==> src/rtl/seg_scan.sv <==
// Four-digit multiplexed 7-segment scanner with frame snapshot, guard blanking and leading-zero suppression.
// Outputs are registered (one-cycle latency); there is no backpressure, the scan free-runs.
module seg_scan #(
  parameter int REFRESH_DIV  = 50000,
  parameter int BLANK_CYCLES = 500
) (
  input  logic       clock,
  input  logic       reset,
  input  logic [3:0] c0,
  input  logic [3:0] c1,
  input  logic [3:0] c2,
  input  logic [3:0] c3,
  input  logic       blank_lz,
  output logic [6:0] seg,
  output logic [3:0] an
);

  localparam int            CW        = $clog2(REFRESH_DIV);
  localparam logic [CW-1:0] CNT_MAX   = CW'(REFRESH_DIV - 1);
  localparam logic [CW-1:0] BLANK_END = CW'(BLANK_CYCLES);
  localparam logic [6:0]    SEG_OFF   = 7'b1111111;

  logic [CW-1:0] cnt_q, cnt_d;
  logic [1:0]    idx_q, idx_d;
  logic [3:0]    s0_q, s0_d, s1_q, s1_d, s2_q, s2_d, s3_q, s3_d;
  logic          init_q, init_d;
  logic [6:0]    seg_q, seg_d;
  logic [3:0]    an_q, an_d;

  logic       tick;
  logic       load;
  logic       guard;
  logic       lz_blank;
  logic       z3, z2, z1;
  logic [3:0] digit;

  function automatic logic [6:0] dec7(input logic [3:0] d);
    logic [6:0] r;
    case (d)
      4'd0:    r = 7'b1000000;
      4'd1:    r = 7'b1111001;
      4'd2:    r = 7'b0100100;
      4'd3:    r = 7'b0110000;
      4'd4:    r = 7'b0011001;
      4'd5:    r = 7'b0010010;
      4'd6:    r = 7'b0000010;
      4'd7:    r = 7'b1111000;
      4'd8:    r = 7'b0000000;
      4'd9:    r = 7'b0010000;
      default: r = SEG_OFF;
    endcase
    return r;
  endfunction

  always_comb begin
    tick   = (cnt_q == CNT_MAX);
    cnt_d  = tick ? '0 : cnt_q + CW'(1);
    idx_d  = tick ? idx_q + 2'd1 : idx_q;
    // init_q catches the first edge after reset so the first frame shows live inputs
    load   = init_q | (tick & (idx_q == 2'd3));
    init_d = 1'b0;
    s0_d   = load ? c0 : s0_q;
    s1_d   = load ? c1 : s1_q;
    s2_d   = load ? c2 : s2_q;
    s3_d   = load ? c3 : s3_q;

    z3 = (s3_q == 4'd0);
    z2 = z3 & (s2_q == 4'd0);
    z1 = z2 & (s1_q == 4'd0);

    digit    = s0_q;
    lz_blank = 1'b0;
    case (idx_q)
      2'd0: begin digit = s0_q; lz_blank = 1'b0; end
      2'd1: begin digit = s1_q; lz_blank = z1;   end
      2'd2: begin digit = s2_q; lz_blank = z2;   end
      2'd3: begin digit = s3_q; lz_blank = z3;   end
      default: begin digit = s0_q; lz_blank = 1'b0; end
    endcase

    guard = (cnt_q < BLANK_END);
    an_d  = 4'b1111;
    seg_d = SEG_OFF;
    if (!guard) begin
      an_d[idx_q] = 1'b0;
      seg_d       = (blank_lz & lz_blank) ? SEG_OFF : dec7(digit);
    end
  end

  always_ff @(posedge clock or posedge reset) begin
    if (reset) begin
      cnt_q  <= '0;
      idx_q  <= 2'd0;
      s0_q   <= 4'd0;
      s1_q   <= 4'd0;
      s2_q   <= 4'd0;
      s3_q   <= 4'd0;
      init_q <= 1'b1;
      seg_q  <= SEG_OFF;
      an_q   <= 4'b1111;
    end else begin
      cnt_q  <= cnt_d;
      idx_q  <= idx_d;
      s0_q   <= s0_d;
      s1_q   <= s1_d;
      s2_q   <= s2_d;
      s3_q   <= s3_d;
      init_q <= init_d;
      seg_q  <= seg_d;
      an_q   <= an_d;
    end
  end

  assign seg = seg_q;
  assign an  = an_q;

endmodule

==> config.mk <==
export PLATFORM = sky130hd
export DESIGN_NAME = seg_scan
export DESIGN_NICKNAME = d
export VERILOG_FILES = /design/src/rtl/seg_scan.sv
export SDC_FILE = /design/constraint.sdc
export NUM_CORES = 1
export LEC_CHECK = 0
export CAP_MARGIN = 20
export CORE_MARGIN = 4
export CORE_UTILIZATION = 58
export CTS_CLUSTER_SIZE = 14
export DETAILED_ROUTE_END_ITERATION = 7
export GPL_TIMING_DRIVEN = 1
export PLACE_DENSITY = 0.84
export SYNTH_ARGS = -nofsm -noshare
export SYNTH_HDL_FRONTEND = slang
export SYNTH_SLANG_ARGS = --single-unit
==> constraint.sdc <==
create_clock -name clock -period 3.7 [get_ports clock]
set_input_delay 0.74 -clock clock [delete_from_list [all_inputs] [get_ports clock]]
set_output_delay 0.74 -clock clock [all_outputs]
set_load 0.01 [all_outputs]
# == Yosys cells after proc, flatten, opt, wreduce, memory -nomap -nowiden ==
# Memory sizes are Yosys's and may differ from the RTL's.
# Index checks and enable logic that the tools add are counted.
# totals
register_bits,46
latch_bits,0
ramBits,0
romBits,112
in_bits,19
elab_cells,38
memories,1
# op_classes
n_addsub,2
n_mul,0
n_div,0
n_lt_le_gt_ge,3
n_eq_ne,4
shift,0
mux,8
bitwise,6
reduce_logical,5
# memory_table
memory,words,word_bits,rd,rd_ports_with_merged_regs,wr,line,source
(name not given),16,7,1,0,0,39,case (d)
# ops
op,n
"16-bit by 1-bit adder with 16-bit output, second input constant",1
"16-bit == test, second input constant",1
"16-bit by 9-bit < comparator with 1-bit output, second input constant",1
16-bit 2-to-1 mux,1
4-bit case mux with 4 select lines,1
7-bit 2-to-1 mux,2
4-bit zero test,3
1-bit bitwise AND,4
"2-bit == test, second input constant",2
4-bit 2-to-1 mux,1
4-bit NOT,1
1-bit case mux with 4 select lines,1
"2-bit by 3-bit < comparator with 1-bit output, second input constant",1
"2-bit by 1-bit adder with 2-bit output, second input constant",1
1-bit demux with 2-bit select,1
"2-bit by 1-bit == test with 1-bit output, second input constant",1
"2-bit by 1-bit greater-or-equal comparator with 1-bit output, second input constant",1
2-bit zero test,1
1-bit logical AND,1
1-bit 2-to-1 mux,1
1-bit bitwise OR,1

# == Depth between registers and ports, before layout ==
# Gate-level depths: netlist (run 1).
# depth
depth_word,7
ltp_mapped,9
depth_no_buf,9

# == Worst setup path after synthesis (run 1) ==
# OpenSTA, ideal clock, no wires.
# synth_timing
kind,reg-to-reg
startpoint,register idx_q[0]
endpoint,"register seg_q[6], in the netlist seg[6]"
arrival_time_ns,1.814
required_ns,3.589
path_slack_ns,1.775
stages_incl_launch_ff,9
n_path_buf,1
cell_sequence,dfrtp_1 > inv_1 > ha_1 > buf_2 > a21oi_1 > a22oi_1 > ha_1 > nor2b_1 > o311ai_0
# synth_between
elab_chain_len,5
word_cells_on_any_way,10
classes_between,eq/ne (3); mux (4); bitwise (1); reduce/logical (1); memory (1)
# synth_rtl
item,line,source
from (decl),24,"logic [1:0] idx_q, idx_d;"
from (signal assigned),103,idx_q <= idx_d;
"2-bit == test, or another cell as far along",73,case (idx_q)
4-bit case mux with 4 select lines / 1-bit case mux with 4 select lines (equally long branches),73,
memory 16 x 7 bit / 1-bit bitwise AND (equally long branches),-,
7-bit 2-to-1 mux (*),86,seg_d = (blank_lz & lz_blank) ? SEG_OFF : dec7(digit);
7-bit 2-to-1 mux (*),84,if (!guard) begin
named net seg_d[6],27,"logic [6:0] seg_q, seg_d;"
to (signal assigned),109,seg_q <= seg_d;
to (decl),27,
# Mark *: on every way through the listed nets, which the timed path passes. The rest lies on a longest branch.
# A chain may end at the register's enable or synchronous reset.

# == Worst setup path in the final report (run 1) ==
# layout_timing
startpoint,register idx_q[0]
endpoint,"register seg_q[2], in the netlist seg[2]"
# The elaborated chain is that of the path after synthesis.

==> impl_metrics.ini, run 1 <==
[synthesis]
synth_area_per_cell_um2 = 12.0
synth_fp_nets = 214
seq_area_frac_synth_pct = 52.1
synth_top_family_by_area = simple AND/OR/NAND/NOR gates
syn_inst = 186
synth-edff-count = 0
synth.yosys.warnings = 0
synth_adder_area_share_pct = 5.03
synth-xor-area-share_pct = 4.70
synth_compound_area_share_pct = 9.12
synthSimpleGateAreaFrac_pct = 14.5
async_reset_ff_share_pct = 100
synthMuxAreaShare_pct = 10.8
ys_ff_latch = 46
synth.distinct_cells = 42
synth_flop_cell = dfrtp_1
syn_area_mm2 = 0.00224

[place]
hpwl_um = 3190
gp_congestion = 0.819
port_buffers = 29
dpl_cell_area_mm2 = 0.00256

[grt]
grt_pass1_vias = 1587
grt.total_usage_pct = 19.1
grt_overflow = 0
grt_pass1_wl_um = 7390
grt_max_degree = 47
antenna_found_initial = 0

[status]
status = finished clean

[timing]
fmax_mhz = 429
tightest_slew_ns = 0.791
max-slew-margin-rel_pct = 47.3
final-max-slew-violation-count = 0
tns_ns = 0
finalSetupViolCount = 0
clock_skew_ns = 0.00830
hold_viol_final = 0
finalCriticalPeriod_ns = 2.33
min_period_over_period_pct = 63.0
grt_setup_unrepaired = no

[critical_path]
start_kind = flop
required_ns = 3.87
worst_setup_path_end_kind = flop
crit_fanout = 13
worstPathArrival_ns = 2.51
worstSetupPathType = flop to flop

[run]
cap_violations = 0

[clock_network]
ctsHoldBuffers = 0
cts-buffers-inserted = 5
h-tree-depth = 2
cts_resized = 0
cts_setup_buffers = 0
cts-root-buf = clkbuf_8
clock-sinks = 46
clk_latency_ns = 0.30
clk_pin_slew_ns = 0.08
cts_tree = yes
clockBufferDepth = 2

[detailed_routing]
drt_iter0_markers = 84
wl_per_cell_um = 16.0
wirelength_um = 4250
drt-pass1-iter-count = 4
vias_per_cell = 5.75
drtAntennaViolNets = 0
drcViolationCount = 0
vias = 1530

[die]
rows = 22
start_util_pct = 60.7
ios = 30
coreArea_mm2 = 0.00369
die_h_um = 70.1
die-width_um = 70.1
dieArea_mm2 = 0.00491

[worst_hold_path]
min_path_type = flop to flop

[cells_and_area]
drive_above_1_share_pct = 18.3
final_cell_mix = dfrtp_1 (34), clkdlybuf4s50_1 (29), dfstp_2 (12)
final_common_cell = dfrtp_1
area_growth_pct = 18.3
diodes = 0
fin_area_mm2 = 0.00265
fillers = 259
nets = 245

[pwr]
power.leakage_nw = 1.16
peakVddDrop_uv = 249
power.density_mw_per_mm2 = 355
## logic make-up after synthesis
family / count (synthesis)
other cells: 1
fa+ha+maj: 9
compound gates: 30
mux: 18
xor+xnor: 12
flops: 46
simple gates: 53
buf+inv: 17
## routing by layer
metal	GRT usage (%)	vias up	wire (µm)
li1	-	733	-
met1	23.7	732	1770
met2	31.6	58	2150
met3	5.76	7	279
met4	6.60	0	55
met5	0	-	0
## where the power goes
| group | internal, mW | total, mW | switching (mW) | leakage [nW] |
|---|---|---|---|---|
| Combinational | 0.0522 | 0.0947 | 0.0426 | 0.560 |
| Clock | 0.151 | 0.305 | 0.155 | 0.0482 |
| Sequential | 0.522 | 0.539 | 0.0170 | 0.550 |
| Total | 0.724 | 0.939 | 0.214 | 1.16 |
## cells in the mapped netlist, drive strengths merged, types with 6 or more instances
cell type / n / area [µm²]
nand2: 9 / 33.8
nand4: 6 / 37.5
ha: 9 / 113
xnor2: 7 / 61.3
a21oi: 8 / 51.3
and4: 6 / 55.1
inv: 11 / 41.3
nor2: 7 / 26.3
mux2: 16 / 218
dfrtp: 34 / 851
o21ai: 8 / 40.0
dfstp: 12 / 315
## area by class of cell
cell class	count	area (µm²)	area share (%)
multi-input cells	123	991	37.4
well taps	48	60.1	2.27
clock inverters	1	5.00	0.189
repair buffers	30	298	11.2
inverters	11	41.3	1.56
flip-flops and latches	46	1170	44.0
clock buffers	7	86.3	3.26
## metrics by stage
step	utilization [%]	power [mW]	hold WS (ns)	setup WS [ns]	std cells
2_1_floorplan	-	0.605	0.448	1.78	186
3_3_place_gp	69.3	0.634	0.457	1.54	258
3_5_place_dp	69.3	0.642	0.484	1.42	258
4_1_cts	71.8	0.948	0.495	1.37	266
5_1_grt	71.8	0.981	0.527	1.09	266
6_report	71.8	0.939	0.495	1.37	266
## critical path, cell delays in order, from the launching register on
cell	delay, ns
dfrtp_1	0.41
inv_1	0.15
ha_1	0.39
a21oi_1	0.09
a21oi_1	0.66
o21ai_0	0.31
o311ai_0	0.20
## flip-flops by register name (all words and copies together), names as in the netlist
register  count
s3_q          4
s2_q          4
cnt_q        16
s0_q          4
s1_q          4
init_q        1
an            4
idx_q         2
seg           7
## path summary, 6_finish.rpt
path                       startpoint         to  slack, ns  depth (start not counted)
min in group asynchronous       reset  cnt_q[12]       0.90                          3
max in group asynchronous       reset      an[1]       2.43                          3
max                          idx_q[0]     seg[2]       1.37                          6
min                          cnt_q[0]   cnt_q[0]       0.49                          1
max reg2reg                  idx_q[0]     seg[2]       1.37                          6
min reg2reg                  cnt_q[0]   cnt_q[0]       0.49                          1
No activity file was read; power rests on OpenSTA's default activity.
==> run 2, diff against run 1 <==
--- a/config.mk
+++ b/config.mk
@@ -7,11 +7,11 @@
 export LEC_CHECK = 0
 export CAP_MARGIN = 20
 export CORE_MARGIN = 4
-export CORE_UTILIZATION = 58
+export CORE_UTILIZATION = 49
 export CTS_CLUSTER_SIZE = 14
 export DETAILED_ROUTE_END_ITERATION = 7
 export GPL_TIMING_DRIVEN = 1
-export PLACE_DENSITY = 0.84
+export PLACE_DENSITY = 0.75
 export SYNTH_ARGS = -nofsm -noshare
 export SYNTH_HDL_FRONTEND = slang
 export SYNTH_SLANG_ARGS = --single-unit
==> constraint.sdc (replaced) <==
create_clock -name clock -period 1.9 [get_ports clock]
set_input_delay 0.38 -clock clock [delete_from_list [all_inputs] [get_ports clock]]
set_output_delay 0.38 -clock clock [all_outputs]
set_load 0.01 [all_outputs]
==> run 2 against run 1 <==
  * The flow now finishes with violations (negative setup slack)
  * Flip-flop and latch count unchanged
  * Clock skew up 0.00073 ns
  * Worst setup slack worse by 1.4 ns
  * First-iteration DRC count down 13%
  * Sequential share of layout area down 5.5 points
  * Maximum frequency up 19%
  * Global-route usage down 1.5 points
  * Total power up 100%
  * Critical path depth up 2
  * Register-to-register slack worse by 1.4 ns
  * Routed wire length up 8.0%
  * Worst hold slack worse by 0.057 ns
==> impl_metrics.ini, run 2 (synthesis results as in run 1) <==
[critical_path]
reg2reg_from = idx_q[0]
rr_endpoint = seg[2]
crit_fanout = 4
reg2reg_slack_ns = -0.07
cp-endpoint = seg[2]
worstPathArrival_ns = 2.17
worstSetupPathType = flop to flop
critical_path.startpoint = idx_q[0]
required_ns = 2.10
worst_setup_path_end_kind = flop
worstRegToRegCells = 8
start_kind = flop

[pwr]
power.density_mw_per_mm2 = 623
p_seq_share_pct = 55.7
power_mw = 1.89
power.leakage_nw = 1.31
pwr-share-clk_pct = 30.5
internal-power_mw = 1.42
peakVddDrop_uv = 461
comb_power_share_pct = 13.8
p_sw_mw = 0.462
switching_share_pct = 24.5

[grt]
grt_max_degree = 47
grt_pass1_wl_um = 7540
antenna_found_initial = 0
grt_pass1_vias = 1647
grt_overflow = 0
grt.total_usage_pct = 17.6

[place]
hpwl_um = 3110
gp_congestion = 0.815
dp_cells = 283
port_buffers = 29

[cells_and_area]
largest-register = cnt_q
drive_above_1_share_pct = 38.1
final_cell_mix = dfrtp_1 (34), clkdlybuf4s50_1 (29), buf_4 (24)
final_util_pct = 69.0
nets = 274
largest_reg_flops = 16
final_common_cell = dfrtp_1
area_growth_pct = 35.3
stdcell_count = 299
diodes = 0

[die]
coreArea_mm2 = 0.00438
die-width_um = 75.6
die_h_um = 75.6
dieArea_mm2 = 0.00571
rows = 24
ios = 30
start_util_pct = 51.0

[timing]
grt_setup_unrepaired = yes
max-slew-margin-rel_pct = 64.1
min_period_over_period_pct = 104
clock_skew_ns = 0.00903
finalSetupViolCount = 5
final-max-slew-violation-count = 0
tightest_slew_ns = 0.539
hold_viol_final = 0
fmax_mhz = 508
finalCriticalPeriod_ns = 1.97
setup_slack_ns = -0.0676

[clock_network]
cts-root-buf = clkbuf_8
h-tree-depth = 2
clock-sinks = 46
cts_tree = yes
clk_pin_slew_ns = 0.08
cts-buffers-inserted = 5
clockBufferDepth = 2
clk_latency_ns = 0.30

[status]
status = complete, but fails checks
violations = negative setup slack

[detailed_routing]
wirelength_um = 4590
wl_per_cell_um = 15.4
vias = 1619
drt_iter0_markers = 73
drt-pass1-iter-count = 4
drtAntennaViolNets = 0
vias_per_cell = 5.41
drcViolationCount = 0

[worst_hold_path]
min_path_type = input port to asynchronous set/reset pin

[run]
cap_violations = 0
-- run 2: timing repair --
item | CTS | global route
setup buffers | 4 | 4
gates resized for setup | 21 | 16
setup endpoints to repair | 7 | 7
pin swaps | 6 | 9
hold buffers | 0 | 0
-- run 2: stage by stage --
step	hold WS (ns)	setup slack, ns	instance area, µm²	setup TNS, ns
6_report	0.438	-0.0676	3030	-0.220
5_1_grt	0.457	-0.179	3030	-0.952
4_1_cts	0.447	-0.0190	2930	-0.0733
3_5_place_dp	0.479	-0.157	2750	-0.613
3_3_place_gp	0.465	-0.0282	2750	-0.0742
2_1_floorplan	0.448	0.0142	2240	0
-- run 2: area by class of cell --
type | instances | area (µm²)
fill | 316 | 1360
clock inverter | 2 | 10.0
inverter | 11 | 41.3
tap | 52 | 65.1
clock buffer | 6 | 72.6
multi-input combinational | 123 | 1120
sequential | 46 | 1170
timing repair buffer | 59 | 556
-- run 2: critical path, cell delays in order (launching register included) --
cell and delay, ns:
dfrtp_1 0.47, inv_2 0.11, ha_4 0.19, a222oi_1 0.43, mux2i_4 0.17, inv_2 0.11, ha_4 0.13, inv_2 0.04
o311ai_2 0.22
-- run 2: worst min path at each step --
stage / slack, ns / cells past startpoint / endpoint / start
5_1_grt: 0.46 / 3 / s3_q[3] / reset
3_5_place_dp: 0.48 / 1 / cnt_q[0] / cnt_q[0]
3_3_place_gp: 0.46 / 1 / cnt_q[0] / cnt_q[0]
6_report: 0.44 / 3 / cnt_q[3] / reset
4_1_cts: 0.45 / 3 / s3_q[3] / reset
2_1_floorplan: 0.45 / 1 / cnt_q[0] / cnt_q[0]
-- run 2: metal layers --
metal	vias to the layer above	share of wire (%)	GRT usage, %
li1	789	-	-
met1	783	45	22.8
met2	40	49	28.1
met3	7	4.4	3.69
met4	0	1.9	8.54
met5	-	0	0
-- run 2: power groups by stage --
stage	clock network, mW	registers (mW)	logic, mW
floorplan	0	1.05	0.127
global route	0.631	1.05	0.284
global placement	0	1.06	0.216
detailed placement	0	1.06	0.220
CTS	0.585	1.05	0.244
finish	0.576	1.05	0.260
==> variant: new RTL, flow settings as in run 2 <==
`REFRESH_DIV`: 50000 -> 200000.
--- a/src/rtl/seg_scan.sv
+++ b/src/rtl/seg_scan.sv
@@ -2,5 +2,5 @@
 // Outputs are registered (one-cycle latency); there is no backpressure, the scan free-runs.
 module seg_scan #(
-  parameter int REFRESH_DIV  = 50000,
+  parameter int REFRESH_DIV  = 200000,
   parameter int BLANK_CYCLES = 500
 ) (
Function: no difference found for any inputs over 10 cycles, from zero or initial values and one cycle with reset high; that may be too few to reach the edited logic, so the function may still have changed.
==> variant against run 2 <==
- the flow still finishes with violations (setup timing)
- design area rose by 4.9%
- critical endpoint is now seg[1]
- critical path depth fell by 2
- first-iteration DRC count grew 40%
- sequential power up 4%
- non-clock buffer count rose by 12
- highest routed layer unchanged
- total power up 6.9%
- sequential share of layout area fell by 0.11 points
- setup slack got worse by 0.14 ns
- sequential cell count increased by 2
- clock power grew 26%
- synthesized area is 1.7% higher
- routed wire length is 11% higher
==> variant: results (changes against run 2) <==
outcome=complete, but fails checks; violations in the final reports=setup timing; worst path setup slack after routing=-0.207 ns (-0.139 ns); DP HPWL=3330 um (+7.1%); DRT Wirelength=5090 um (+11%); max FFs per register=18 (+2); peak supply drop=0.000534 V (+16%); post-synthesis mux area share=0.0973 (-0.0106); Cell variety after synth=41 (-2.4%); R2R Path End=seg[1]; XOR/XNOR Fraction of Synth Area=0.0654 (+0.0184); largest net degree at the start of global routing=23 (-51%); Final Non-Filler Cells=324 (+8.4%); relative slew slack=0.658 (+0.0172); initial DRC count=102 (+40%); drt first pass iters=8 (+4); CP max FO=8 (+4); Setup TNS=-1.03 ns (-0.812 ns); Worst Reg-to-Reg Cells=6 (-2); post-synth net total=224 (+4.7%); dpl cells=301 (+6.4%); gpl congestion=0.786 (-3.6%); top post-synthesis cells by count=dfrtp_1 (36), mux2_2 (17), nor2_1 (15), nand2_1 (14), dfstp_2 (12); Synth area leaders=dfrtp_1 (40%), dfstp_2 (14%), mux2_2 (8.4%); first-pass GRT wire length=8520 um (+13%); ratio of cells with drive above 1 in the final layout=0.382 (+0.00179); complex-gate fraction of the synthesized area=0.0605 (-0.0307); Worst Skew=0.00670 ns (-0.00233 ns); All-Layer GR Usage=0.179 (+0.00291); Synth Area per Inst=11.6 um^2 (-3.5%); Final setup viols=7 (+2); register area share after synthesis=0.534 (+0.0131)
-- variant: cell types whose count changed after synthesis, sizes merged, moves of 4 or more --
| cell | before | now |
|---|---|---|
| a21oi | 8 | 3 |
| a22oi | 5 | 1 |
| and4 | 6 | 2 |
| nand2 | 9 | 14 |
| nor2 | 7 | 15 |
-- variant: area by class of cell --
type	instances	area (um^2)	share of cell area
multi-input combinational	134	1120	0.352
tap	52	65.1	0.0205
timing repair buffer	71	623	0.196
clock buffer	6	72.6	0.0229
sequential	48	1220	0.384
clock inverter	2	35.0	0.0110
inverter	11	41.3	0.0130
-- variant: through the flow --
stage | hold WS (ns) | worst slack, ns | area, um^2
final | 0.371 | -0.207 | 3180
after global placement | 0.487 | -0.161 | 2870
after global routing | 0.376 | -0.277 | 3180
after floorplan | 0.448 | -0.0201 | 2320
after detailed placement | 0.485 | -0.228 | 2870
after CTS | 0.379 | -0.109 | 3070
-- variant: power by group --
part	switching, mW	leakage [nW]	internal (mW)
clock	0.332	0.0552	0.391
combinational	0.0916	0.738	0.112
sequential	0.0306	0.573	1.06
total	0.454	1.37	1.56
-- variant: worst min-delay path by stage --
stage / from / to / slack (ns) / cells past startpoint
global route: reset / s0_q[1] / 0.38 / 2
global placement: cnt_q[12] / cnt_q[12] / 0.49 / 1
finish: reset / s0_q[1] / 0.37 / 2
CTS: reset / s0_q[1] / 0.38 / 2
detailed placement: cnt_q[15] / cnt_q[15] / 0.49 / 1
floorplan: cnt_q[0] / cnt_q[0] / 0.45 / 1
-- variant: critical path, stage by stage, from the launching register on --
cell      delay (ns)
dfrtp_2         0.46
ha_2            0.28
a222oi_1        0.46
mux2i_2         0.21
ha_1            0.35
nor2b_1         0.13
o21ai_0         0.15
-- variant: cells by family (layout without fill, tap and decap cells) --
kind of cell             count (synthesis)  in the layout
flip-flops                              48             48
multiplexers                            20             21
buffers and inverters                   16             90
XOR/XNOR                                17             17
adder cells (fa/ha/maj)                  9              9
AND/OR/NAND/NOR                         66             66
other                                    1              1
AO/OA/AOI/OAI                           19             20
-- variant: per-layer routing --
layer  vias up  wire, um  GRT usage
met5         -         0          0
met4         0        70     0.0647
met3        10       259     0.0508
met2        52      2610      0.296
met1       863      2150      0.222
li1        838         -          -
-- variant: timing repair --
action                                  4_1_cts  5_1_grt
pin swaps                                     6        8
endpoints found under the hold margin         0        0
gates cloned                                  1        2
buffers inserted                              6        6
endpoints found under the setup margin       23       35
gates resized for setup                      10       14
